### src/rtl/tremolo_modulator.sv
// tremolo_modulator
// Applies a triangle LFO as an amplitude envelope to a 16-bit signed audio
// stream. One sample is accepted per i_valid strobe while o_ready is high.
// With the effect disabled the sample is passed straight through (1 cycle).
// With the effect enabled the sample walks a 3-stage pipeline (gain,
// product, output), so o_valid rises 3 cycles after the capture edge.
//
// state  | meaning
// S_IDLE | waiting for a sample, o_ready=1
// S_GAIN | captured operands, computing gain
// S_MUL  | gain registered, computing data*gain
// S_OUT  | product registered, writing o_data
//
// Ports:
//   i_clk      system clock
//   i_rst      asynchronous active-high reset
//   i_start    effect enable (0 = bypass)
//   i_depth    modulation depth code, saturated to DEPTH_FULL
//   i_tri      signed LFO value from the triangle generator
//   i_valid    one-cycle strobe qualifying i_data / i_tri
//   i_data     signed audio sample in
//   o_ready    high when a new sample will be accepted
//   o_valid    one-cycle strobe, o_data updated
//   o_data     signed modulated sample, held between strobes
//   o_overrun  sticky: a sample arrived while busy and was dropped
module tremolo_modulator #(
  parameter int DEPTH_W    = 4,
  parameter int DEPTH_FULL = 8
) (
  input  logic                 i_clk,
  input  logic                 i_rst,
  input  logic                 i_start,
  input  logic [DEPTH_W-1:0]   i_depth,
  input  logic signed [15:0]   i_tri,
  input  logic                 i_valid,
  input  logic signed [15:0]   i_data,
  output logic                 o_ready,
  output logic                 o_valid,
  output logic signed [15:0]   o_data,
  output logic                 o_overrun
);

  localparam int DEPTH_SHIFT = $clog2(DEPTH_FULL);
  localparam int SCALE_W     = DEPTH_W + 15;
  localparam logic [DEPTH_W-1:0] DEPTH_MAX = DEPTH_W'(DEPTH_FULL);

  typedef enum logic [1:0] {
    S_IDLE,
    S_GAIN,
    S_MUL,
    S_OUT
  } state_t;

  state_t state, state_next;

  logic signed [15:0]  data_r;
  logic [14:0]         lfo_r;
  logic [DEPTH_W-1:0]  depth_r;
  logic [14:0]         gain_r;
  logic signed [31:0]  prod_r;
  logic                start_q;

  logic                start_rise;
  logic                busy_drop;
  logic [SCALE_W-1:0]  scaled;
  logic [14:0]         gain_next;
  logic signed [31:0]  prod_next;

  assign start_rise = i_start & ~start_q;
  assign busy_drop  = (state != S_IDLE) & i_valid;

  // Depth 0 leaves gain at full scale; depth FULL lets gain follow the LFO
  // all the way down to 0 when the (clamped) LFO is 0.
  assign scaled    = SCALE_W'(depth_r) * SCALE_W'(15'h7FFF - lfo_r);
  assign gain_next = 15'h7FFF - 15'(scaled >> DEPTH_SHIFT);

  // gain is non-negative, so it is zero-extended before the signed multiply.
  assign prod_next = $signed({{16{data_r[15]}}, data_r}) * $signed({17'd0, gain_r});

  always_ff @(posedge i_clk or posedge i_rst) begin
    if (i_rst) begin
      state <= S_IDLE;
    end else begin
      state <= state_next;
    end
  end

  always_comb begin
    state_next = state;
    o_ready    = 1'b0;
    case (state)
      S_IDLE: begin
        o_ready = 1'b1;
        if (i_valid && i_start) state_next = S_GAIN;
      end
      S_GAIN:  state_next = S_MUL;
      S_MUL:   state_next = S_OUT;
      S_OUT:   state_next = S_IDLE;
      default: state_next = S_IDLE;
    endcase
  end

  always_ff @(posedge i_clk or posedge i_rst) begin
    if (i_rst) begin
      data_r    <= '0;
      lfo_r     <= '0;
      depth_r   <= '0;
      gain_r    <= '0;
      prod_r    <= '0;
      start_q   <= 1'b0;
      o_data    <= '0;
      o_valid   <= 1'b0;
      o_overrun <= 1'b0;
    end else begin
      start_q <= i_start;
      o_valid <= 1'b0;

      case (state)
        S_IDLE: begin
          if (i_valid) begin
            if (i_start) begin
              data_r  <= i_data;
              lfo_r   <= i_tri[15] ? 15'd0 : i_tri[14:0];
              depth_r <= (i_depth > DEPTH_MAX) ? DEPTH_MAX : i_depth;
            end else begin
              o_data  <= i_data;
              o_valid <= 1'b1;
            end
          end
        end
        S_GAIN: gain_r <= gain_next;
        S_MUL:  prod_r <= prod_next;
        S_OUT: begin
          o_data  <= 16'(prod_r >>> 15);
          o_valid <= 1'b1;
        end
        default: ;
      endcase

      // A fresh enable clears the sticky flag even if a drop happens on
      // the same edge.
      if (start_rise) begin
        o_overrun <= 1'b0;
      end else if (busy_drop) begin
        o_overrun <= 1'b1;
      end
    end
  end

endmodule

### config.mk
export PLATFORM = sky130hd
export DESIGN_NAME = tremolo_modulator
export DESIGN_NICKNAME = d
export VERILOG_FILES = /design/src/rtl/tremolo_modulator.sv
export SDC_FILE = /design/constraint.sdc
export NUM_CORES = 1
export LEC_CHECK = 0
export CAP_MARGIN = 25
export CELL_PAD_IN_SITES_DETAIL_PLACEMENT = 0
export CELL_PAD_IN_SITES_GLOBAL_PLACEMENT = 2
export CORE_AREA = 10 10 144 278
export CTS_BUF_LIST = sky130_fd_sc_hd__clkbuf_8
export CTS_CLUSTER_DIAMETER = 150
export DETAILED_ROUTE_END_ITERATION = 8
export DIE_AREA = 0 0 154 288
export PLACE_DENSITY_LB_ADDON = 0.25
export SYNTH_ARGS = -nofsm -noshare
export SYNTH_HDL_FRONTEND = slang
export SYNTH_SLANG_ARGS = --single-unit
export TNS_END_PERCENT = 1
### constraint.sdc
create_clock -name i_clk -period 7.8 [get_ports i_clk]
set_input_delay 0.78 -clock i_clk [delete_from_list [all_inputs] [get_ports i_clk]]
set_output_delay 0.78 -clock i_clk [all_outputs]
set_load 0.02 [all_outputs]
* Word-level counts from Yosys, hierarchy flattened
Index checks and enable logic that the tools add are counted.
Word-level totals: flip-flop bits (word level) 102, input port bits 40
Operators by class: mux-type cells 13, $mul 2, reductions and logical operators 7, $add $sub $neg 2, magnitude comparators 1, eq/ne operators 6, bitwise logic cells 3
Operators by type and width (number):
- $mux W16 | 2
- $pmux W16 S2 | 1
- $mul A16 B16 Y31 | 1
- $mul A4 B19 Y18 | 1
- $sub A15 B15 Y16 const A | 1
- $mux W15 | 1
- $sub A15 B15 Y15 const A | 1
- $pmux W2 S4 | 1
- $ne A2 B2 Y1 const B | 3
- $reduce_and A3 Y1 | 2
- $reduce_bool A2 Y1 | 3
- $mux W1 | 5
- $eq A2 B2 Y1 const B | 2
- $gt A4 B4 Y1 const B | 1
- $mux W4 | 1
- $and A1 B1 Y1 | 2
- $eq A2 B1 Y1 const B | 1
- $logic_not A2 Y1 | 1
- $mux W2 | 1
- $pmux W1 S2 | 1
- $logic_and A1 B1 Y1 | 1
- $not A1 Y1 | 1

* Depth between registers and ports, before layout
Gate-level depths: netlist of run 1.
depth after elaboration 4, gate-level depth with buffers 24, depth with buffers taken out 22

* Worst setup path before layout of run 1
Ideal clock, no wire load.
kind register to register, from register data_r[15], to register prod_r[28], cell stages (with the launch flop) 19, buffers on the path 2, setup time 125 ps, arrival 5722 ps, path slack 1953 ps, path through dfrtp_1 > clkbuf_1 > nand2_1 > fa_1 > inv_1 > fa_1 > fa_1 > fa_1 > fa_1 > fa_1 > ha_1 > clkbuf_1 > a21o_1 > a21oi_1 > o21ai_0 > a221oi_1 > o211ai_1 > xor2_1 > mux2_2
Between the ends: longest elaborated chain between the ends 1
RTL lines:
- start: declaration | line 56 | logic signed [15:0] data_r;
- start signal: assignment | line 122 | data_r <= i_data;
- $mul A16 B16 Y31 | line 78 | assign prod_next = $signed({{16{data_r[15]}}, data_r}) * $signed({17'd0, gain_r});
- end signal: assignment | line 132 | S_MUL: prod_r <= prod_next;
- end: declaration | line 60 | logic signed [31:0] prod_r;
No other way between the ends. A chain may end at the register's enable or synchronous reset.

* Worst setup path after layout of run 1
from register gain_r[1], to register prod_r[27]
Between the ends: longest elaborated chain between the ends 1
RTL lines:
- start: declaration | line 59 | logic [14:0] gain_r;
- start signal: assignment | line 131 | S_GAIN: gain_r <= gain_next;
- $mul A16 B16 Y31 | line 78
No other way between the ends.

==> run_summary.xml, run 1 <==
<?xml version="1.0" encoding="UTF-8"?>
<metrics>
  <group name="die">
    <metric name="die_y" unit="um">288</metric>
    <metric name="io_pins" unit="">59</metric>
    <metric name="core_area" unit="um^2">35700</metric>
    <metric name="initial_utilization" unit="%">39.3</metric>
    <metric name="die_area" unit="um^2">44400</metric>
    <metric name="floorplan_row_count" unit="">98</metric>
    <metric name="chipWidth" unit="um">154</metric>
  </group>
  <group name="placed_design">
    <metric name="routability_congestion_estimate_from_global_placement" unit="">0.885</metric>
    <metric name="dp_hpwl" unit="um">34700</metric>
    <metric name="io_buffers" unit="">58</metric>
  </group>
  <group name="detailed_routing">
    <metric name="detail_route.vias_per_cell" unit="">5.10</metric>
    <metric name="vias" unit="">9997</metric>
    <metric name="wire_per_inst" unit="um">20.9</metric>
    <metric name="final_antenna_net_count" unit="">0</metric>
    <metric name="total_routed_length" unit="um">41100</metric>
    <metric name="detail_route.first_pass.iterations" unit="">4</metric>
    <metric name="first_iter_violations" unit="">344</metric>
    <metric name="drc" unit="">0</metric>
  </group>
  <group name="synthesis">
    <metric name="ys_seq_area_share" unit="%">15.5</metric>
    <metric name="ys_types" unit="">54</metric>
    <metric name="synthFlopType" unit="">sky130_fd_sc_hd__dfrtp_1</metric>
    <metric name="synthesis.area" unit="um^2">14000</metric>
    <metric name="post_synthesis_average_cell_area" unit="um^2">9.48</metric>
    <metric name="area_contributors_post_synth" unit="">sky130_fd_sc_hd__fa_1 38%, sky130_fd_sc_hd__dfrtp_1 16%, sky130_fd_sc_hd__ha_1 8.8%</metric>
    <metric name="ys_top_cells_by_count" unit="">315 x sky130_fd_sc_hd__inv_1, 266 x sky130_fd_sc_hd__fa_1, 164 x sky130_fd_sc_hd__nand2_1</metric>
    <metric name="number_of_enable_flip_flop_cells_after_synthesis" unit="">0</metric>
    <metric name="synthArstFlopShare" unit="%">100</metric>
    <metric name="synth_largest_type_area_fraction" unit="%">38.0</metric>
    <metric name="synth.most_common_cell" unit="">sky130_fd_sc_hd__inv_1</metric>
    <metric name="synth_seq_cells" unit="">87</metric>
    <metric name="yosysTopAreaCell" unit="">sky130_fd_sc_hd__fa_1</metric>
    <metric name="post_synth_inst_count" unit="">1480</metric>
    <metric name="syn-num-nets" unit="">1885</metric>
    <metric name="ys.warnings.count" unit="">0</metric>
  </group>
  <group name="clock_network">
    <metric name="htree_num_levels" unit="">3</metric>
    <metric name="skew_pair_late_insertion_delay" unit="ps">430</metric>
    <metric name="root_buffer" unit="">sky130_fd_sc_hd__clkbuf_8</metric>
    <metric name="clkSlewWorstSetupHoldPaths" unit="ps">130</metric>
    <metric name="cts.repair_timing.setup_buffer_count" unit="">0</metric>
    <metric name="clock_tree.buffer_depth" unit="">2</metric>
    <metric name="hold_buffers" unit="">0</metric>
    <metric name="numCtsBuffers" unit="">9</metric>
    <metric name="post_cts_resized" unit="">0</metric>
    <metric name="cts_sinks" unit="">87</metric>
    <metric name="clock_tree_from_tritoncts" unit="">built</metric>
  </group>
  <group name="timing">
    <metric name="fin_setup_tns" unit="ps">0</metric>
    <metric name="timing.max_slew.rel_slack" unit="%">37.4</metric>
    <metric name="worst_slew_pin_slew" unit="ps">939</metric>
    <metric name="fmaxAchievable" unit="MHz">145</metric>
    <metric name="period_needed" unit="ps">6890</metric>
    <metric name="worst_clock_skew" unit="ps">28.8</metric>
    <metric name="rsz0062_at_grt" unit="">false</metric>
    <metric name="finalSetupViolCount" unit="">0</metric>
    <metric name="final_max_slew_viol_count" unit="">0</metric>
    <metric name="min_period_over_period" unit="%">88.3</metric>
    <metric name="timing.final.hold_violations" unit="">0</metric>
  </group>
  <group name="cells_and_area">
    <metric name="final_layout_size_suffix_gt1_share" unit="%">4.83</metric>
    <metric name="antenna_diodes" unit="">0</metric>
    <metric name="syn_to_final_growth" unit="%">8.97</metric>
    <metric name="final_util" unit="%">42.8</metric>
    <metric name="design.final.nets" unit="">1912</metric>
    <metric name="final.fill_count" unit="">3597</metric>
  </group>
  <group name="global_route">
    <metric name="grt_antenna_before_repair" unit="">0</metric>
    <metric name="grt_usage" unit="%">19.4</metric>
    <metric name="first_global_vias" unit="">11902</metric>
    <metric name="grt.overflow.total" unit="">0</metric>
    <metric name="grt_max_degree" unit="">54</metric>
    <metric name="global_route_wire_length_before_repair" unit="um">65100</metric>
  </group>
  <group name="critical_path">
    <metric name="worstRegToRegCells" unit="">16</metric>
    <metric name="setup.worst_path.end_class" unit="">register</metric>
    <metric name="critical_path.max_fanout" unit="">17</metric>
    <metric name="worst-r2r-setup-slack" unit="ps">910</metric>
    <metric name="crit_type" unit="">register to register</metric>
    <metric name="critPathRequiredTime" unit="ps">8130</metric>
    <metric name="setup.worst_path.start_class" unit="">register</metric>
    <metric name="worstPathArrival" unit="ps">7210</metric>
  </group>
  <group name="flow_run">
    <metric name="drv.max_cap_violation_count" unit="">0</metric>
  </group>
  <group name="min_path">
    <metric name="worst_min_delay_path_class" unit="">register to register</metric>
    <metric name="holdPathStages" unit="">2</metric>
  </group>
  <group name="status">
    <metric name="status" unit="">completed</metric>
  </group>
</metrics>
==> state kept, by name, summed over array words and instances, names as in the netlist <==
signal     cells
state          2
o_overrun      1
prod_r        16
gain_r        15
lfo_r         15
o_data        16
depth_r        4
o_valid        1
data_r        16
start_q        1
==> final timing paths <==
path	startpoint	to
worst min-delay path	start_q$_DFF_PP0_	o_overrun$_DFFE_PP0P_
max in group asynchronous	i_rst	gain_r[10]$_DFFE_PP0N_
worst max register to register	gain_r[1]$_DFFE_PP0N_	prod_r[27]$_DFFE_PP0P_
worst min register to register	start_q$_DFF_PP0_	o_overrun$_DFFE_PP0P_
worst max-delay path	gain_r[1]$_DFFE_PP0N_	prod_r[27]$_DFFE_PP0P_
min in group asynchronous	i_rst	prod_r[28]$_DFFE_PP0P_
==> worst max-delay path, stage by stage, from the launching register on <==
cell	delay [ps]
sky130_fd_sc_hd__dfrtp_1	950
sky130_fd_sc_hd__nand2_1	290
sky130_fd_sc_hd__fa_1	780
sky130_fd_sc_hd__inv_1	140
sky130_fd_sc_hd__fa_1	530
sky130_fd_sc_hd__fa_1	440
sky130_fd_sc_hd__fa_1	610
sky130_fd_sc_hd__fa_1	450
sky130_fd_sc_hd__fa_1	460
sky130_fd_sc_hd__ha_1	440
sky130_fd_sc_hd__a21o_1	260
sky130_fd_sc_hd__a21oi_1	240
sky130_fd_sc_hd__o21ai_0	160
sky130_fd_sc_hd__a221oi_1	450
sky130_fd_sc_hd__o21ai_1	170
sky130_fd_sc_hd__xnor2_1	160
sky130_fd_sc_hd__mux2_2	260
==> cell type report <==
class	count	area [um^2]	area share, %
Multi-Input combinational cell	1023	10500	68.5
Inverter	315	1180	7.74
Clock inverter	7	73.8	0.483
Timing Repair Buffer	71	698	4.57
Sequential cell	87	2180	14.2
Tap cell	450	563	3.68
Clock buffer	9	124	0.810
==> placed cells by master, fill, tap and decap left out, types with 29 or more instances in the layout <==
cell,count
sky130_fd_sc_hd__inv_1,314
sky130_fd_sc_hd__fa_1,266
sky130_fd_sc_hd__nand2_1,164
sky130_fd_sc_hd__and2_1,117
sky130_fd_sc_hd__ha_1,99
sky130_fd_sc_hd__dfrtp_1,87
sky130_fd_sc_hd__clkdlybuf4s50_1,58
sky130_fd_sc_hd__nor2_1,51
sky130_fd_sc_hd__nand2b_1,51
sky130_fd_sc_hd__a21oi_1,50
sky130_fd_sc_hd__mux2_2,29
==> kinds of logic after synthesis <==
family | Yosys count | synth area share (%)
simple gates | 441 | 15.8
buf+inv | 370 | 9.90
fa+ha+maj | 365 | 46.8
compound gates | 135 | 6.22
flops | 87 | 15.5
mux | 45 | 3.47
xor+xnor | 37 | 2.31
==> layer usage <==
metal  global-route usage [%]  part of all wire [%]
met5                        0                     0
met4                     13.5                   7.7
met3                     1.45                   1.5
met2                     40.9                    62
met1                     15.8                    28
==> stage by stage <==
| step | cell area [um^2] | instances | setup WS, ps | hold WS (ps) |
|---|---|---|---|---|
| 5_1_grt | 15300 | 1962 | 714 | 533 |
| 3_5_place_dp | 15100 | 1945 | 1010 | 486 |
| 2_1_floorplan | 14000 | 1480 | 1950 | 451 |
| 6_report | 15300 | 1962 | 914 | 498 |
| 3_3_place_gp | 15100 | 1945 | 968 | 479 |
| 4_1_cts | 15300 | 1961 | 975 | 499 |
Power of run 1 is not shown: default switching activity piles up to over one toggle a cycle in this logic, so the estimate is an artifact.
==> inputs of run 2 (changes only) <==
--- a/config.mk
+++ b/config.mk
@@ -8,11 +8,11 @@
 export CAP_MARGIN = 25
 export CELL_PAD_IN_SITES_DETAIL_PLACEMENT = 0
 export CELL_PAD_IN_SITES_GLOBAL_PLACEMENT = 2
-export CORE_AREA = 10 10 144 278
+export CORE_AREA = 10 10 170 235
 export CTS_BUF_LIST = sky130_fd_sc_hd__clkbuf_8
 export CTS_CLUSTER_DIAMETER = 150
 export DETAILED_ROUTE_END_ITERATION = 8
-export DIE_AREA = 0 0 154 288
+export DIE_AREA = 0 0 180 245
 export PLACE_DENSITY_LB_ADDON = 0.25
 export SYNTH_ARGS = -nofsm -noshare
 export SYNTH_HDL_FRONTEND = slang
==> run 2 against run 1 <==
Sequential cell count unchanged; via count shrank 4.0%; clock-buffer cell count is the same; non-clock buffer count fell by 5; first-iteration DRC count rose by 4.4%; core utilization hardly changed; die area is 0.57% lower; worst setup slack improved by 390 ps; sequential share of layout area about the same; register-to-register slack better by 390 ps; global-route usage decreased by 2.6 points; clock skew shrank 11 ps; critical path type unchanged; critical endpoint is now prod_r[30]$_DFFE_PP0P_.
==> run_summary.xml, run 2 (same netlist as run 1, synthesis figures left out) <==
<?xml version="1.0" encoding="UTF-8"?>
<metrics>
  <group name="status">
    <metric name="status" unit="">completed</metric>
  </group>
  <group name="timing">
    <metric name="fmaxAchievable" unit="MHz">154</metric>
    <metric name="fin_setup_tns" unit="ps">0</metric>
    <metric name="finalSetupViolCount" unit="">0</metric>
    <metric name="min_period_over_period" unit="%">83.3</metric>
    <metric name="whs" unit="ps">502</metric>
    <metric name="worst_slew_pin_slew" unit="ps">926</metric>
    <metric name="period_needed" unit="ps">6500</metric>
    <metric name="rsz0062_at_grt" unit="">false</metric>
    <metric name="timing.final.hold_violations" unit="">0</metric>
    <metric name="worst_clock_skew" unit="ps">18.2</metric>
    <metric name="final_max_slew_viol_count" unit="">0</metric>
    <metric name="timing.max_slew.rel_slack" unit="%">38.2</metric>
  </group>
  <group name="detailed_routing">
    <metric name="first_iter_violations" unit="">359</metric>
    <metric name="wire_per_inst" unit="um">18.1</metric>
    <metric name="detail_route.first_pass.iterations" unit="">4</metric>
    <metric name="detail_route.vias_per_cell" unit="">4.87</metric>
    <metric name="total_routed_length" unit="um">35600</metric>
    <metric name="drc" unit="">0</metric>
    <metric name="vias" unit="">9595</metric>
    <metric name="final_antenna_net_count" unit="">0</metric>
  </group>
  <group name="clock_network">
    <metric name="cts.repair_timing.setup_buffer_count" unit="">0</metric>
    <metric name="hold_buffers" unit="">0</metric>
    <metric name="post_cts_resized" unit="">0</metric>
    <metric name="clock_tree_from_tritoncts" unit="">built</metric>
    <metric name="cts_sinks" unit="">87</metric>
    <metric name="clkSlewWorstSetupHoldPaths" unit="ps">110</metric>
    <metric name="htree_num_levels" unit="">3</metric>
    <metric name="clock_tree.buffer_depth" unit="">2</metric>
    <metric name="numCtsBuffers" unit="">9</metric>
    <metric name="skew_pair_late_insertion_delay" unit="ps">370</metric>
    <metric name="root_buffer" unit="">sky130_fd_sc_hd__clkbuf_8</metric>
  </group>
  <group name="critical_path">
    <metric name="setup.worst_path.start_class" unit="">register</metric>
    <metric name="critPathRequiredTime" unit="ps">8090</metric>
    <metric name="timing.critical_path.slowest_cell_delay" unit="ps">790</metric>
    <metric name="crit_type" unit="">register to register</metric>
    <metric name="critical_path.max_fanout" unit="">16</metric>
    <metric name="path_buf_inv" unit="">3</metric>
    <metric name="crit_path_top_delay_cell" unit="">sky130_fd_sc_hd__dfrtp_1</metric>
    <metric name="worstPathArrival" unit="ps">6790</metric>
    <metric name="crit_family" unit="">adder cells</metric>
    <metric name="crit_path_frequent_cell" unit="">sky130_fd_sc_hd__fa_1</metric>
    <metric name="setup.worst_path.end_class" unit="">register</metric>
    <metric name="worstPathCellList" unit="">nand2_1 -&gt; fa_1 -&gt; fa_1 -&gt; inv_1 -&gt; fa_1 -&gt; fa_1 -&gt; fa_1 -&gt; inv_1 -&gt; fa_1 -&gt; inv_1 -&gt; ha_1 -&gt; a2111oi_0 -&gt; o21ai_0 -&gt; a21oi_1 -&gt; a21boi_1 -&gt; or3_1 -&gt; a31oi_1</metric>
  </group>
  <group name="cells_and_area">
    <metric name="antenna_diodes" unit="">0</metric>
    <metric name="final.fill_count" unit="">3581</metric>
    <metric name="design.final.nets" unit="">1907</metric>
    <metric name="final_util" unit="%">42.8</metric>
    <metric name="reg_top3" unit="">data_r: 16 flops, o_data: 16 flops, prod_r: 16 flops</metric>
    <metric name="layout.cells.most_common" unit="">sky130_fd_sc_hd__inv_1</metric>
    <metric name="syn_to_final_growth" unit="%">8.61</metric>
    <metric name="final_layout_size_suffix_gt1_share" unit="%">4.45</metric>
    <metric name="final_cell_area" unit="um^2">15200</metric>
    <metric name="mostFrequentLayoutCells" unit="">315 x sky130_fd_sc_hd__inv_1, 266 x sky130_fd_sc_hd__fa_1, 164 x sky130_fd_sc_hd__nand2_1</metric>
  </group>
  <group name="min_path">
    <metric name="worst_min_delay_path_class" unit="">register to register</metric>
  </group>
  <group name="global_route">
    <metric name="grt_usage" unit="%">16.8</metric>
    <metric name="global_route_wire_length_before_repair" unit="um">59000</metric>
    <metric name="first_global_vias" unit="">10899</metric>
    <metric name="grt.overflow.total" unit="">0</metric>
    <metric name="grt_max_degree" unit="">69</metric>
    <metric name="grt_antenna_before_repair" unit="">0</metric>
  </group>
  <group name="flow_run">
    <metric name="drv.max_cap_violation_count" unit="">0</metric>
  </group>
  <group name="die">
    <metric name="chipWidth" unit="um">180</metric>
    <metric name="die_y" unit="um">245</metric>
    <metric name="floorplan_row_count" unit="">82</metric>
    <metric name="core_area" unit="um^2">35600</metric>
    <metric name="io_pins" unit="">59</metric>
    <metric name="die_area" unit="um^2">44100</metric>
    <metric name="initial_utilization" unit="%">39.4</metric>
  </group>
  <group name="placed_design">
    <metric name="postPlaceCellArea" unit="um^2">15100</metric>
    <metric name="routability_congestion_estimate_from_global_placement" unit="">0.799</metric>
    <metric name="io_buffers" unit="">58</metric>
    <metric name="dp_hpwl" unit="um">29100</metric>
  </group>
</metrics>
## run 2: cell type report
class / instances / area (um^2) / share of cell area (%)
clock buffer: 9 / 124 / 0.813
clock inverter: 7 / 57.6 / 0.378
inverter: 315 / 1180 / 7.77
multi-input combinational: 1023 / 10500 / 68.7
sequential: 87 / 2180 / 14.3
tap: 462 / 578 / 3.79
timing repair buffer: 66 / 648 / 4.25
## run 2: tightest hold or removal path: cells and delay by family, from the launching register on
| family | cells | cell delay (ps) |
|---|---|---|
| compound gates | 1 | 50 |
| buf+inv | 1 | 50 |
| flops | 1 | 380 |
## run 2: routing by layer
metal  share of wire (%)  global-route usage [%]
met1                  37                    17.4
met5                   0                       0
met3                 1.4                    1.02
met4                 2.4                    4.87
met2                  60                    34.9
## run 2: final timing paths
check / startpoint / end / slack, ps / cells past startpoint
setup / recovery: data_r[15]$_DFFE_PP0P_ / prod_r[30]$_DFFE_PP0P_ / 1300 / 17
hold / removal: start_q$_DFF_PP0_ / o_overrun$_DFFE_PP0P_ / 500 / 2
setup reg to reg: data_r[15]$_DFFE_PP0P_ / prod_r[30]$_DFFE_PP0P_ / 1300 / 17
hold reg to reg: start_q$_DFF_PP0_ / o_overrun$_DFFE_PP0P_ / 500 / 2
max in group asynchronous: i_rst / prod_r[27]$_DFFE_PP0P_ / 5890 / 3
min in group asynchronous: i_rst / lfo_r[14]$_DFFE_PP0P_ / 670 / 2
## run 2: per-stage QoR
stage	setup WS [ps]	instances
2_1_floorplan	1950	1480
3_3_place_gp	1370	1952
3_5_place_dp	1290	1953
4_1_cts	1250	1969
5_1_grt	876	1969
6_report	1300	1969
Power of run 2 is left out for the same reason.
==> inputs of run 3 (changes only) <==
--- a/config.mk
+++ b/config.mk
@@ -8,11 +8,11 @@
 export CAP_MARGIN = 25
 export CELL_PAD_IN_SITES_DETAIL_PLACEMENT = 0
 export CELL_PAD_IN_SITES_GLOBAL_PLACEMENT = 2
-export CORE_AREA = 10 10 170 235
+export CORE_AREA = 10 10 174 241
 export CTS_BUF_LIST = sky130_fd_sc_hd__clkbuf_8
 export CTS_CLUSTER_DIAMETER = 150
 export DETAILED_ROUTE_END_ITERATION = 8
-export DIE_AREA = 0 0 180 245
+export DIE_AREA = 0 0 184 251
 export PLACE_DENSITY_LB_ADDON = 0.25
 export SYNTH_ARGS = -nofsm -noshare
 export SYNTH_HDL_FRONTEND = slang
==> constraint.sdc (replaced) <==
create_clock -name i_clk -period 5.3 [get_ports i_clk]
set_input_delay 0.53 -clock i_clk [delete_from_list [all_inputs] [get_ports i_clk]]
set_output_delay 0.53 -clock i_clk [all_outputs]
set_load 0.02 [all_outputs]
==> run 3 against run 2 <==
The run now ends with setup timing left; critical path depth is 4 higher; design area is 9.7% higher; clock-buffer cell count stayed put; fmax rose by 12%; critical path type unchanged; critical endpoint unchanged; highest routed layer unchanged.
==> run_summary.xml, run 3 (same netlist as run 1, synthesis figures left out) <==
<?xml version="1.0" encoding="UTF-8"?>
<metrics>
  <group name="placed_design">
    <metric name="io_buffers" unit="">58</metric>
    <metric name="routability_congestion_estimate_from_global_placement" unit="">0.840</metric>
    <metric name="dp_hpwl" unit="um">33500</metric>
    <metric name="postPlaceCellArea" unit="um^2">16300</metric>
  </group>
  <group name="clock_network">
    <metric name="root_buffer" unit="">sky130_fd_sc_hd__clkbuf_8</metric>
    <metric name="cts_sinks" unit="">87</metric>
    <metric name="numCtsBuffers" unit="">9</metric>
    <metric name="skew_pair_late_insertion_delay" unit="ps">430</metric>
    <metric name="clock_tree_from_tritoncts" unit="">built</metric>
    <metric name="htree_num_levels" unit="">3</metric>
    <metric name="clock_tree.buffer_depth" unit="">2</metric>
    <metric name="clkSlewWorstSetupHoldPaths" unit="ps">120</metric>
  </group>
  <group name="global_route">
    <metric name="grt_max_degree" unit="">56</metric>
    <metric name="global_route_wire_length_before_repair" unit="um">64200</metric>
    <metric name="grt_util_met3" unit="%">1.93</metric>
    <metric name="grt.overflow.total" unit="">0</metric>
    <metric name="grt_antenna_before_repair" unit="">0</metric>
    <metric name="global_route.peak_usage_layer" unit="">met2</metric>
    <metric name="grt_usage" unit="%">18.1</metric>
    <metric name="first_global_vias" unit="">11978</metric>
    <metric name="global_route.usage.met2" unit="%">37.5</metric>
    <metric name="gr-usage-met1" unit="%">17.1</metric>
  </group>
  <group name="detailed_routing">
    <metric name="detail_route.first_pass.iterations" unit="">4</metric>
    <metric name="detail_route.vias_per_cell" unit="">4.77</metric>
    <metric name="total_routed_length" unit="um">39000</metric>
    <metric name="vias" unit="">10151</metric>
    <metric name="final_antenna_net_count" unit="">0</metric>
    <metric name="wire_per_inst" unit="um">18.3</metric>
    <metric name="first_iter_violations" unit="">323</metric>
    <metric name="drc" unit="">0</metric>
  </group>
  <group name="timing">
    <metric name="rsz0062_at_grt" unit="">true</metric>
    <metric name="period_needed" unit="ps">5790</metric>
    <metric name="min_period_over_period" unit="%">109</metric>
    <metric name="final_max_slew_viol_count" unit="">0</metric>
    <metric name="worst_clock_skew" unit="ps">17.2</metric>
    <metric name="whs" unit="ps">503</metric>
    <metric name="finalSetupViolCount" unit="">16</metric>
    <metric name="final.setup.worst_slack" unit="ps">-491</metric>
    <metric name="worst_slew_pin_slew" unit="ps">920</metric>
    <metric name="fmaxAchievable" unit="MHz">173</metric>
    <metric name="timing.max_slew.rel_slack" unit="%">38.7</metric>
    <metric name="timing.final.hold_violations" unit="">0</metric>
  </group>
  <group name="critical_path">
    <metric name="worst-r2r-setup-slack" unit="ps">-490</metric>
    <metric name="crit_family" unit="">adder cells</metric>
    <metric name="setup.worst_path.start_class" unit="">register</metric>
    <metric name="worstPathCellList" unit="">and2_1 -&gt; fa_1 -&gt; inv_1 -&gt; fa_2 -&gt; inv_2 -&gt; fa_1 -&gt; inv_1 -&gt; fa_1 -&gt; inv_1 -&gt; fa_1 -&gt; inv_1 -&gt; fa_1 -&gt; inv_1 -&gt; ha_1 -&gt; o21ai_0 -&gt; nand2b_1 -&gt; and3_1 -&gt; a21oi_1 -&gt; a21boi_1 -&gt; or3_1 -&gt; a31oi_1</metric>
    <metric name="crit_path_top_delay_cell" unit="">sky130_fd_sc_hd__fa_2</metric>
    <metric name="critPathRequiredTime" unit="ps">5670</metric>
    <metric name="worstPathArrival" unit="ps">6160</metric>
    <metric name="critical_path.max_fanout" unit="">6</metric>
    <metric name="crit_type" unit="">register to register</metric>
    <metric name="timing.critical_path.slowest_cell_delay" unit="ps">610</metric>
    <metric name="setup.worst_path.end_class" unit="">register</metric>
    <metric name="path_buf_inv" unit="">6</metric>
  </group>
  <group name="die">
    <metric name="floorplan_row_count" unit="">84</metric>
    <metric name="io_pins" unit="">59</metric>
    <metric name="die_area" unit="um^2">46200</metric>
    <metric name="initial_utilization" unit="%">37.5</metric>
    <metric name="chipWidth" unit="um">184</metric>
    <metric name="core_area" unit="um^2">37400</metric>
    <metric name="die_y" unit="um">251</metric>
  </group>
  <group name="cells_and_area">
    <metric name="syn_to_final_growth" unit="%">19.1</metric>
    <metric name="layout.cells.most_common" unit="">sky130_fd_sc_hd__inv_1</metric>
    <metric name="mostFrequentLayoutCells" unit="">311 x sky130_fd_sc_hd__inv_1, 263 x sky130_fd_sc_hd__fa_1, 160 x sky130_fd_sc_hd__nand2_1</metric>
    <metric name="design.final.nets" unit="">2055</metric>
    <metric name="final.fill_count" unit="">3760</metric>
    <metric name="final_layout_size_suffix_gt1_share" unit="%">16.0</metric>
    <metric name="final_cell_area" unit="um^2">16700</metric>
    <metric name="reg_top3" unit="">data_r: 16 flops, o_data: 16 flops, prod_r: 16 flops</metric>
    <metric name="antenna_diodes" unit="">0</metric>
  </group>
  <group name="status">
    <metric name="violations" unit="">setup timing</metric>
    <metric name="status" unit="">finished with violations</metric>
  </group>
  <group name="min_path">
    <metric name="worst_min_delay_path_class" unit="">input pin to async pin</metric>
  </group>
  <group name="flow_run">
    <metric name="drv.max_cap_violation_count" unit="">0</metric>
  </group>
</metrics>
## run 3: cell types whose count changed in the layout (fill, tap and decap cells not counted), moves of 6 or more
| cell | change |
|---|---|
| sky130_fd_sc_hd__buf_4 | +139 |
| sky130_fd_sc_hd__dfrtp_1 | -10 |
| sky130_fd_sc_hd__dfrtp_2 | +10 |
| sky130_fd_sc_hd__buf_12 | +9 |
| sky130_fd_sc_hd__ha_1 | -8 |
| sky130_fd_sc_hd__ha_4 | +8 |
| sky130_fd_sc_hd__a21oi_1 | -7 |
| sky130_fd_sc_hd__a21oi_2 | +6 |
## run 3: layout make-up
type / count / area, um^2 / share of cell area, %
clock buffer: 9 / 124 / 0.741
clock inverter: 7 / 75.1 / 0.449
multi-input combinational: 1023 / 10700 / 63.9
sequential: 87 / 2190 / 13.1
tap: 473 / 592 / 3.54
timing repair buffer: 214 / 1870 / 11.2
inverter: 315 / 1180 / 7.08
## run 3: per-layer routing
metal / share of wire, % / up-vias
met4: 4.0 / 0
met3: 1.3 / 61
met5: 0 / -
met1: 34 / 5176
met2: 60 / 108
li1: - / 4806
## run 3: worst paths after layout
check                                            start                      to  cells after the start
worst min-delay path                             i_rst       start_q$_DFF_PP0_                      2
max in group asynchronous                        i_rst  gain_r[10]$_DFFE_PP0N_                      3
worst min register to register  prod_r[19]$_DFFE_PP0P_  prod_r[19]$_DFFE_PP0P_                      1
min in group i_clk              prod_r[19]$_DFFE_PP0P_  prod_r[19]$_DFFE_PP0P_                      1
worst max register to register  data_r[15]$_DFFE_PP0P_  prod_r[30]$_DFFE_PP0P_                     21
worst max-delay path            data_r[15]$_DFFE_PP0P_  prod_r[30]$_DFFE_PP0P_                     21
## run 3: metrics by stage
stage | util [%] | TNS, ps | std cells | worst slack [ps]
after detailed placement | 43.6 | -8790 | 2108 | -656
final | 44.7 | -5150 | 2128 | -491
after global placement | 43.6 | -8090 | 2108 | -620
after floorplan | - | -1260 | 1480 | -181
after global routing | 44.7 | -8740 | 2128 | -704
after CTS | 44.5 | -5860 | 2128 | -497
## run 3: what timing repair did
item,in CTS,in global routing
setup buffers,4,0
gates resized for setup,20,19
hold buffers,0,0
setup endpoints to repair,16,16
pin swaps,3,5
Power of run 3 is left out for the same reason.
==> RTL change 1: new RTL, flow settings as in run 1 <==
`DEPTH_FULL`: 8 -> 16.
--- a/src/rtl/tremolo_modulator.sv
+++ b/src/rtl/tremolo_modulator.sv
@@ -25,7 +25,7 @@
 //   o_overrun  sticky: a sample arrived while busy and was dropped
 module tremolo_modulator #(
   parameter int DEPTH_W    = 4,
-  parameter int DEPTH_FULL = 8
+  parameter int DEPTH_FULL = 16
 ) (
   input  logic                 i_clk,
   input  logic                 i_rst,
Check against the original RTL: not equivalent (a bounded check fails within 10 cycles, from zero or initial values and one cycle with i_rst high).
==> RTL change 1 against run 1 <==
Clock skew fell by 12 ps; cell area fell by 0.92%; via count fell by 5.9%; wire length fell by 15%; sequential cell count did not move; worst setup slack improved by 170 ps; area after synthesis fell by 1.3%; critical path type unchanged; highest routed layer unchanged.
Power is not shown: default switching activity piles up to over one toggle a cycle in this logic, so the estimate is an artifact.
==> RTL change 1: results (changes against run 1) <==
YS warnings: 0 (unchanged)
Crit path largest cell delay: 840 ps (-110 ps)
Post-CTS Resized: 0 (unchanged)
Post-CTS setup repair buffer count: 0 (unchanged)
Regs by FF count: data_r (16), o_data (16), prod_r (16)
Crit-path slowest cell: dfrtp_1
Post-DP Area: 14900 um2 (-1.3%)
I/O Buffers: 54 (-6.9%)
Top post-synthesis cells by count: inv_1 (311), fa_1 (265), nand2_1 (147), and2_1 (121), ha_1 (101)
Post-route setup TNS: 0 ps (unchanged)
Largest net degree at the start of global routing: 79 (+46%)
Initial antenna violation count: 0 (unchanged)
Critical Path AT: 7030 ps (-180 ps)
Routability cong.: 0.820 (-7.3%)
Area contributors post-synth: fa_1 (38%), dfrtp_1 (16%), ha_1 (9.1%), inv_1 (8.4%), and2_1 (5.5%)
Prevailing post-synth register cell: dfrtp_1
Final setup fails: 0 (unchanged)
Syn Nets: 1846 (-2.1%)
Clock Latency Late Sink: 380 ps (-50 ps)
GRT Util Overall: 0.165 (-0.0290)
Antenna diode count: 0 (unchanged)
Reg clk slew, reported paths: 100 ps (-30 ps)
Max Root-Sink Buffers: 2 (unchanged)
Outcome: finished, final reports clean
Async SR Flop Fraction: 1.00 (unchanged)
H-tree Lvls: 3 (unchanged)
Wirelength per Cell: 18.3 um (-13%)
Hpwl dp: 29100 um (-16%)
Slew at the pin with the worst max-slew slack: 942 ps (+2.74 ps)
Router iterations before antenna repair: 4 (unchanged)
DRC: 0 (unchanged)
Sequential share of the synthesized area: 0.157 (+0.00198)
Synth cell types: 50 (-7.4%)
First DRT Iteration DRCs: 293 (-15%)
Total CTS buffers: 9 (unchanged)
CTS root buf: clkbuf_8
Vias per cell: 4.90 (-3.9%)
Pre-CTS WS: 1080 ps (+78.1 ps)
Total Nets Final: 1873 (-2.0%)
Critical path peak fanout: 17 (unchanged)
First-pass GRT wire length: 57300 um (-12%)
Fraction of layout cells with a size suffix above 1: 0.0496 (+0.00131)
Vias in the first global route: 10800 (-9.7%)
Cell family with most CP delay: adder cells
Clock skew: 17.1 ps (-11.7 ps)
Min-Delay Path Class: reg2reg
## RTL change 1: changes by cell type after synthesis, moves of 3 or more
cell,run 1,this run
a21o_1,7,11
and2_1,117,121
inv_1,315,311
nand2_1,164,147
nand2b_1,51,47
nand4_1,4,8
nor2b_1,27,32
nor3_1,8,4
o211ai_1,6,1
o21ai_0,28,23
o21ai_1,8,0
o41ai_2,3,0
xor2_1,9,13
## RTL change 1: per-layer routing
layer	share of wire	track usage	vias to the layer above
met3	0.016	0.0157	60
met2	0.61	0.344	111
met5	0	0	-
met4	0.040	0.0688	0
met1	0.34	0.154	4870
li1	-	-	4369
## RTL change 1: layout make-up
class / count / area, um2
fill: 3570 / 20500
timing repair buffer: 70 / 701
sequential: 87 / 2180
clock buffer: 9 / 124
multi-input combinational: 988 / 10300
tap: 450 / 563
clock inverter: 7 / 104
inverter: 311 / 1170
## RTL change 1: cells by family (layout without fill, tap and decap cells)
logic type / count (synthesis) / after routing / share of synthesized area
AO/OA/AOI/OAI: 116 / 116 / 0.0546
XOR/XNOR: 39 / 39 / 0.0247
adder cells (fa/ha/maj): 366 / 366 / 0.474
buffers and inverters: 365 / 397 / 0.0989
flip-flops: 87 / 87 / 0.157
multiplexers: 45 / 45 / 0.0351
AND/OR/NAND/NOR: 422 / 422 / 0.155
## RTL change 1: final timing paths
check	start	to	slack, ps	depth (start not counted)
setup / recovery	gain_r[2]	prod_r[30]	1080	18
hold / removal	start_q	o_overrun	500	2
setup reg to reg	gain_r[2]	prod_r[30]	1080	18
hold reg to reg	start_q	o_overrun	500	2
max in group asynchronous	i_rst	gain_r[13]	6260	4
min in group asynchronous	i_rst	data_r[0]	600	2
## RTL change 1: through the flow
stage,hold WS (ps),std cells
after global placement,484,1904
after global routing,550,1922
after floorplan,455,1440
final,505,1922
after detailed placement,496,1904
after CTS,510,1920
==> RTL change 2: new RTL, flow settings as in run 1 <==
Made on the original files. Register the output `o_overrun` once more, with the module's reset; this adds one clock of latency there. The other outputs are not delayed to match.
--- a/src/rtl/tremolo_modulator.sv
+++ b/src/rtl/tremolo_modulator.sv
@@ -50,6 +50,8 @@
     S_MUL,
     S_OUT
   } state_t;
+
+  logic o_overrun_s0;
 
   state_t state, state_next;
 
@@ -110,7 +112,7 @@
       start_q   <= 1'b0;
       o_data    <= '0;
       o_valid   <= 1'b0;
-      o_overrun <= 1'b0;
+      o_overrun_s0 <= 1'b0;
     end else begin
       start_q <= i_start;
       o_valid <= 1'b0;
@@ -140,10 +142,18 @@
       // A fresh enable clears the sticky flag even if a drop happens on
       // the same edge.
       if (start_rise) begin
-        o_overrun <= 1'b0;
+        o_overrun_s0 <= 1'b0;
       end else if (busy_drop) begin
-        o_overrun <= 1'b1;
+        o_overrun_s0 <= 1'b1;
       end
+    end
+  end
+
+  always_ff @(posedge i_clk or posedge i_rst) begin
+    if (i_rst) begin
+      o_overrun <= '0;
+    end else begin
+      o_overrun <= o_overrun_s0;
     end
   end
 
Check against the original RTL: not equivalent (a bounded check fails within 4 cycles, from zero or initial values and one cycle with i_rst high).
==> RTL change 2 against run 1 <==
Sequential cell count is 1 higher; cell area barely moved; worst setup slack gained 330 ps; die area is the same; highest routed layer is now met5; synthesized cell count is essentially flat; critical path type unchanged; wire length is 0.28% lower; largest cell class unchanged; area after synthesis rose by 0.18%.
Power is not shown: default switching activity piles up to over one toggle a cycle in this logic, so the estimate is an artifact.
==> RTL change 2: results (changes against run 1) <==
Outcome: finished, final reports clean
Hold path cells: 0 (-2)
Regs by FF count: data_r (16), o_data (16), prod_r (16)
Syn Nets: 1886 (+0.053%)
Critical path peak fanout: 17 (unchanged)
H-tree Lvls: 3 (unchanged)
First-pass GRT wire length: 65300 um (+0.29%)
Initial antenna violation count: 2 (+2)
Total CTS buffers: 9 (unchanged)
Crit path largest cell delay: 820 ps (-130 ps)
Slew at the pin with the worst max-slew slack: 899 ps (-40.8 ps)
GRT Util Overall: 0.195 (+0.000602)
R2R setup slack: 1240 ps (+330 ps)
Top post-synthesis cells by count: inv_1 (315), fa_1 (266), nand2_1 (164), and2_1 (117), ha_1 (99)
Number of synthesized flops with an enable pin: 0 (unchanged)
Sequential share of the synthesized area: 0.157 (+0.00150)
Final WL: 41000 um (-0.28%)
Reg clk slew, reported paths: 100 ps (-30 ps)
Max Root-Sink Buffers: 2 (unchanged)
Clock skew: 19.8 ps (-8.96 ps)
End of the worst register-to-register path: prod_r[28]
Area contributors post-synth: fa_1 (38%), dfrtp_1 (16%), ha_1 (8.8%), inv_1 (8.4%), and2_1 (5.2%)
Hpwl dp: 34300 um (-1.1%)
Post-CTS Resized: 0 (unchanged)
Synth cell types: 54 (unchanged)
CTS root buf: clkbuf_8
Critical Path AT: 6870 ps (-340 ps)
Via count: 9896 (-1.0%)
Vias in the first global route: 11800 (-1.3%)
Crit-path slowest cell: dfrtp_1
Worst Min Path Start: o_overrun_s0
Fill cell count: 3626 (+0.81%)
Mapped Cells: 1481 (+0.068%)
Routability cong.: 0.903 (+2.1%)
First DRT Iteration DRCs: 378 (+9.9%)
Max Fclk: 153 MHz (+5.0%)
Pre-CTS WS: 1310 ps (+308 ps)
Worst Hold Endpoint: o_overrun
Fraction of layout cells with a size suffix above 1: 0.0470 (-0.00129)
Total Nets Final: 1911 (-0.052%)
Min-Delay Path Class: reg2reg
RTL change 2: cell families (layout without fill, tap and decap cells):
family | after synthesis | count (layout) | synth area share
DFF | 88 | 88 | 0.157
adders and majority gates | 365 | 365 | 0.467
xor gates and xnor gates | 37 | 37 | 0.0231
muxes | 45 | 45 | 0.0346
other | 0 | 1 | 0
buffers and inverters | 370 | 400 | 0.0988
AOI/OAI and AO/OA | 135 | 135 | 0.0621
and+or+nand+nor | 441 | 441 | 0.158
RTL change 2: cell type report:
class / count / area, um2 / share of cell area
clock inverter: 7 / 72.6 / 0.00474
inverter: 315 / 1180 / 0.0775
antenna: 1 / 2.50 / 0.000164
timing repair buffer: 69 / 683 / 0.0447
tap: 450 / 563 / 0.0368
clock buffer: 9 / 124 / 0.00810
multi-input combinational: 1023 / 10500 / 0.684
sequential: 88 / 2200 / 0.144
RTL change 2: through the flow:
stage | hold WS (ps) | cell area, um2 | util
after global routing | 417 | 15300 | 0.429
after floorplan | 354 | 14100 | -
after detailed placement | 366 | 15100 | 0.422
final | 387 | 15300 | 0.429
after global placement | 362 | 15100 | 0.422
after CTS | 387 | 15300 | 0.428
RTL change 2: how the worst max path moves through the flow:
stage	startpoint	end	cells past startpoint
CTS	gain_r[1]	prod_r[28]	16
global route	gain_r[1]	prod_r[30]	18
global placement	gain_r[2]	prod_r[28]	16
finish	gain_r[1]	prod_r[28]	16
floorplan	data_r[15]	prod_r[28]	18
detailed placement	gain_r[1]	prod_r[27]	16
RTL change 2: per-layer routing:
metal | vias to the layer above | global-route usage | wire length (um)
met5 | - | 0 | 11
met4 | 2 | 0.107 | 2520
met3 | 81 | 0.0188 | 780
met2 | 163 | 0.424 | 26100
met1 | 5134 | 0.155 | 11600
li1 | 4516 | - | -
